`src/rtl/pc_sequencer.sv`:
```
// Multi-cycle instruction sequencer: FETCH/DECODE/EXEC/MEM/WB control,
// memory handshakes and the architectural PC.
module pc_sequencer #(
  parameter logic [31:0] RESET_PC = 32'h0000_0000
) (
  input  logic        clk,
  input  logic        rst,
  input  logic        stall,
  output logic        imem_req,
  output logic [31:0] imem_addr,
  input  logic        imem_ack,
  input  logic [31:0] imem_rdata,
  output logic [31:0] inst,
  input  logic [31:0] npc_op1,
  input  logic [31:0] npc_op2,
  input  logic        take_branch,
  input  logic        is_jalr,
  input  logic        is_load,
  input  logic        is_store,
  input  logic        writes_rd,
  input  logic        illegal_inst,
  output logic        dmem_req,
  output logic        dmem_we,
  input  logic        dmem_ack,
  output logic        rf_we,
  output logic [31:0] pc,
  output logic        halted
);

  typedef enum logic [2:0] {
    S_IDLE,
    S_FETCH,
    S_DECODE,
    S_EXEC,
    S_MEM,
    S_WB,
    S_HALT
  } state_t;

  state_t      r_state;
  state_t      w_next;
  logic        r_issued;
  logic        r_store;
  logic        r_wrd;
  logic [31:0] r_pc;
  logic [31:0] r_inst;
  logic [31:0] r_npc;
  logic [31:0] w_sum;
  logic [31:0] w_target;
  logic        w_misal;
  logic        w_fire;

  // Once a fetch is issued it must stay up until acked, regardless of stall.
  assign imem_req  = (r_state == S_FETCH) && (r_issued || !stall);
  assign w_fire    = imem_req && imem_ack;
  assign imem_addr = r_pc;
  assign pc        = r_pc;
  assign inst      = r_inst;
  assign dmem_req  = (r_state == S_MEM);
  assign dmem_we   = dmem_req && r_store;
  assign rf_we     = (r_state == S_WB) && r_wrd;
  assign halted    = (r_state == S_HALT);

  always_comb begin
    w_sum = npc_op1 + npc_op2;
    if (is_jalr)
      w_sum[0] = 1'b0;
    w_target = take_branch ? w_sum : r_pc + 32'd4;
    w_misal  = |w_target[1:0];
  end

  always_ff @(posedge clk or posedge rst) begin
    if (rst)
      r_state <= S_IDLE;
    else
      r_state <= w_next;
  end

  always_comb begin
    w_next = r_state;
    unique case (r_state)
      S_IDLE:   w_next = S_FETCH;
      S_FETCH:  if (w_fire) w_next = S_DECODE;
      S_DECODE: w_next = illegal_inst ? S_HALT : S_EXEC;
      S_EXEC: begin
        if (w_misal)
          w_next = S_HALT;
        else if (is_load || is_store)
          w_next = S_MEM;
        else
          w_next = S_WB;
      end
      S_MEM:    if (dmem_ack) w_next = S_WB;
      S_WB:     w_next = S_FETCH;
      S_HALT:   w_next = S_HALT;
      default:  w_next = S_HALT;
    endcase
  end

  always_ff @(posedge clk or posedge rst) begin
    if (rst) begin
      r_issued <= 1'b0;
      r_pc     <= RESET_PC;
      r_inst   <= '0;
      r_npc    <= '0;
      r_store  <= 1'b0;
      r_wrd    <= 1'b0;
    end else begin
      if (r_state == S_FETCH) begin
        if (w_fire) begin
          r_inst   <= imem_rdata;
          r_issued <= 1'b0;
        end else if (imem_req) begin
          r_issued <= 1'b1;
        end
      end
      if (r_state == S_EXEC && !w_misal) begin
        r_npc   <= w_target;
        r_store <= is_store;
        r_wrd   <= writes_rd;
      end
      if (r_state == S_WB)
        r_pc <= r_npc;
    end
  end

endmodule

```
`config.mk`:
```
export PLATFORM = sky130hd
export DESIGN_NAME = pc_sequencer
export DESIGN_NICKNAME = d
export VERILOG_FILES = /design/src/rtl/pc_sequencer.sv
export SDC_FILE = /design/constraint.sdc
export NUM_CORES = 1
export LEC_CHECK = 0
export ABC_AREA = 0
export BUFFER_PORTS_ARGS = -buffer_cell sky130_fd_sc_hd__buf_2
export CAP_MARGIN = 10
export CORE_ASPECT_RATIO = 1.75
export CORE_UTILIZATION = 35
export CTS_CLUSTER_DIAMETER = 200
export DETAILED_ROUTE_END_ITERATION = 10
export PLACE_DENSITY = 0.65
export RECOVER_POWER = 50
export SYNTH_ARGS = -nofsm -noshare
export SYNTH_HDL_FRONTEND = slang
export SYNTH_SLANG_ARGS = --single-unit
export TNS_END_PERCENT = 30
```
`constraint.sdc`:
```
create_clock -name clk -period 10.7 [get_ports clk]
set_input_delay 2.14 -clock clk [delete_from_list [all_inputs] [get_ports clk]]
set_output_delay 2.14 -clock clk [all_outputs]
set_load 0.01 [all_outputs]
```
==> flow_summary_export.csv <==
group,metric,value,unit
run_status,violations,"max-capacitance violations, max-slew violations",
placement,port_buffers,207,
worst_setup_path,cp_cell_sequence,"buf_2 -> inv_1 -> a211oi_1 -> nand4_1 -> or3_1 -> mux2i_1 -> a31oi_1 -> nand3_1 -> nor2_2",
synth,async_flop_share,100,%
run,drv_cap,1,
grt,grt_max_degree,79,
final_layout,diodes,0,
cts,cts_num_sinks,102,
floorplan,start_util,36.0,%
detailed_routing,drt-wirelength-per-cell,15.9,um
power,p_switching,0.000238,W
cts,htreeDepth,3,
worst_setup_path,required,10.93,ns
cts,clock_latency,0.34,ns
synth,syn_inst,747,
timing,min_period,4.91,ns
synth,yosysUniqueCellTypes,74,
worst_setup_path,crit_type,"in2reg",
timing,rsz0062_at_grt,"false",
cts,cts_tree,"done",
synth,ys_warn_count,0,
grt,grt_pass1_wl,29200,um
worst_setup_path,crit_family,"simple AND/OR/NAND/NOR gates",
timing,fmax,0.204,GHz
power,pwr-share-comb,18.7,%
hold_path,hp-class,"reg2reg",
synth,synth_ff_type,"dfrtp_1",
worst_setup_path,crit_path_end_kind,"flip-flop",
cts,path_clk_slew,0.06,ns
worst_setup_path,cpMaxStageDelayCell,"nand4_1",
detailed_routing,firstDrtPassIters,4,
placement,place.gp.congestion,0.844,
worst_setup_path,start_kind,"primary input",
power,p_int,0.000645,W
power,power.leakage,3.79,nW
timing,timing.final.crit_share,45.9,%
timing,worst_slew_pin_slew,1.89,ns
grt,track_usage,18.6,%
timing,setup_viol,0,
worst_setup_path,r2r_slack,7.97,ns
power,post-layout-total-power,0.000883,W
cts,cts_buffers,9,
synth,seq_area_frac_synth,38.0,%
synth,synth_edf_count,0,
synth,avgSynthCellArea,8.98,um2
cts,ctsResizeCount,0,
power,ir_worst_vdd,74.8,uV
timing,maxSlewViolCount,33,
worst_setup_path,cp_num_buf_inv,2,
detailed_routing,num_vias,5926,
cts,post_cts_buffers,0,
worst_setup_path,arrival,5.13,ns
run_status,status,"complete, but fails checks",
detailed_routing,routed_wl,18200,um
timing,fin_skew,0.00930,ns
detailed_routing,ant_nets,0,
grt,globalRouteOverflowTotal,0,
final_layout,drive_gt1_share,20.3,%
floorplan,die_area,19800,um2
grt,grt_pass1_vias,5889,
synth,ys_seq_elements,102,
power,power_switching_share,26.9,%
timing,tns,0,ns
floorplan,fp.dieH,185,um
grt,antenna_found_initial,0,
power,seq_power_share,44.5,%
worst_setup_path,crit_path_max_fanout,38,
placement,post-dp-hpwl,14400,um
final_layout,layout.nets,1043,
cts,holdBufCountCts,0,
cts,clockBufferDepth,2,
detailed_routing,drt_iter0_drc,366,
detailed_routing,drc,0,
worst_setup_path,slowest_delay,0.74,ns
detailed_routing,viasPerCell,5.17,
final_layout,mostFrequentLayoutCells,"nand2_1 (155), buf_2 (113), dfrtp_1 (102), clkbuf_1 (96)",
final_layout,syn2layout_area_growth,16.5,%
synth,synth_area,6710,um2
power,pwr-share-clk,36.8,%
floorplan,fp-row-count,66,
synth,synth_fp_nets,887,
power,power.density,113,nW/um2
timing,worst_slew_margin_rel,-26.0,%
cts,root_buffer,"clkbuf_16",
floorplan,io_pins,208,
timing,hold_viol,0,
floorplan,fp.dieW,107,um
final_layout,final_common_cell,"nand2_1",
floorplan,core_area,18700,um2
synthesized netlist by cell type, types with 2 or more instances:
library cell    n  share of area, %
a221oi_1        7              0.91
buf_2           2              0.15
nand4_1         9              0.84
mux2i_1         7               1.0
xor2_1         23               3.0
o31ai_1         2              0.22
a21oi_2         2              0.26
or4_1           2              0.22
and2_1          5              0.47
buf_1           4              0.22
nand3_1        24               1.8
buf_6           3              0.50
nor3_1         20               1.5
a21oi_1        39               2.9
inv_1          14              0.78
a31oi_1         7              0.65
o21a_1          4              0.45
nand2_1       155               8.7
o21bai_1        6              0.67
nor4_1          2              0.19
or3_1           2              0.19
mux2_2         32               5.4
buf_4          32               3.6
clkbuf_8        4              0.82
a21o_1         12               1.3
and3_1         10              0.93
ha_1           32               6.0
o211ai_1        4              0.45
o21ai_1         8              0.60
dfrtp_1       102                38
o221ai_1        5              0.65
clkbuf_1       19               1.1
a31o_1          2              0.26
nor2_1         39               2.2
o21ai_0        32               2.4
a22oi_1         5              0.56
a41oi_1         2              0.26
nor2b_1         5              0.47
xnor2_1        23               3.0
a211oi_1        4              0.45
nand2b_1        3              0.28
sequential cells by signal, summed over array words and instances, names as in the netlist:
| name | cells |
|---|---|
| imem_addr | 32 |
| inst | 32 |
| r_npc | 32 |
| r_state | 3 |
| r_issued | 1 |
| r_store | 1 |
| r_wrd | 1 |
stage by stage:
stage,worst slack [ns],util [%],instance area [um2],std cells,hold WS [ns]
after detailed placement,5.46,40.9,7640,1130,0.458
final,5.79,41.9,7820,1146,0.472
after global placement,5.57,40.9,7640,1130,0.453
after floorplan,5.88,-,6710,747,0.437
after global routing,5.51,41.9,7820,1146,0.494
after CTS,5.80,42.6,7940,1146,0.474
power by group through the flow:
stage | logic, W | clock network (W) | registers [W]
4_1_cts | 0.000168 | 0.000333 | 0.000392
3_3_place_gp | 0.000167 | 0 | 0.000400
5_1_grt | 0.000185 | 0.000348 | 0.000393
2_1_floorplan | 0.000109 | 0 | 0.000402
3_5_place_dp | 0.000167 | 0 | 0.000400
6_report | 0.000165 | 0.000325 | 0.000393
final timing paths:
kind | from | end | depth (start not counted)
worst max register to register | r_state[1] | imem_addr[10] | 4
min in group asynchronous | rst | imem_addr[8] | 2
worst min-delay path | r_npc[31] | r_npc[31] | 2
max in group asynchronous | rst | r_state[0] | 3
worst max-delay path | take_branch | r_npc[29] | 9
worst min register to register | r_npc[31] | r_npc[31] | 2
logic make-up after synthesis:
kind of cell,Yosys count,synth area share [%]
xor gates and xnor gates,46,6.00
buffers and inverters,79,7.20
muxes,40,6.58
AOI/OAI and AO/OA,160,16.4
adders and majority gates,33,6.26
DFF,102,38.0
and+or+nand+nor,287,19.6
worst reg2reg max path: stages (launching register included):
cell      delay (ns)
dfrtp_1         0.52
inv_1           0.15
nand3_1         0.12
clkbuf_1        1.36
mux2_2          0.47
layout make-up:
cell class / instances / area, um2
inverters: 14 / 53.8
clock buffers: 11 / 243
repair buffers: 210 / 937
well taps: 238 / 298
clock inverters: 5 / 58.8
flip-flops and latches: 102 / 2550
multi-input cells: 566 / 3680
fillers: 1959 / 10800
per-layer routing:
| metal | wire length (um) | part of all wire [%] | global-route usage [%] | vias up |
|---|---|---|---|---|
| met1 | 7050 | 39 | 20.5 | 2814 |
| li1 | - | - | - | 2914 |
| met5 | 0 | 0 | 0 | - |
| met3 | 779 | 4.3 | 2.22 | 28 |
| met4 | 435 | 2.4 | 6.90 | 0 |
| met2 | 9980 | 55 | 35.8 | 170 |
Note: power is estimated with default switching activity, not from simulation.
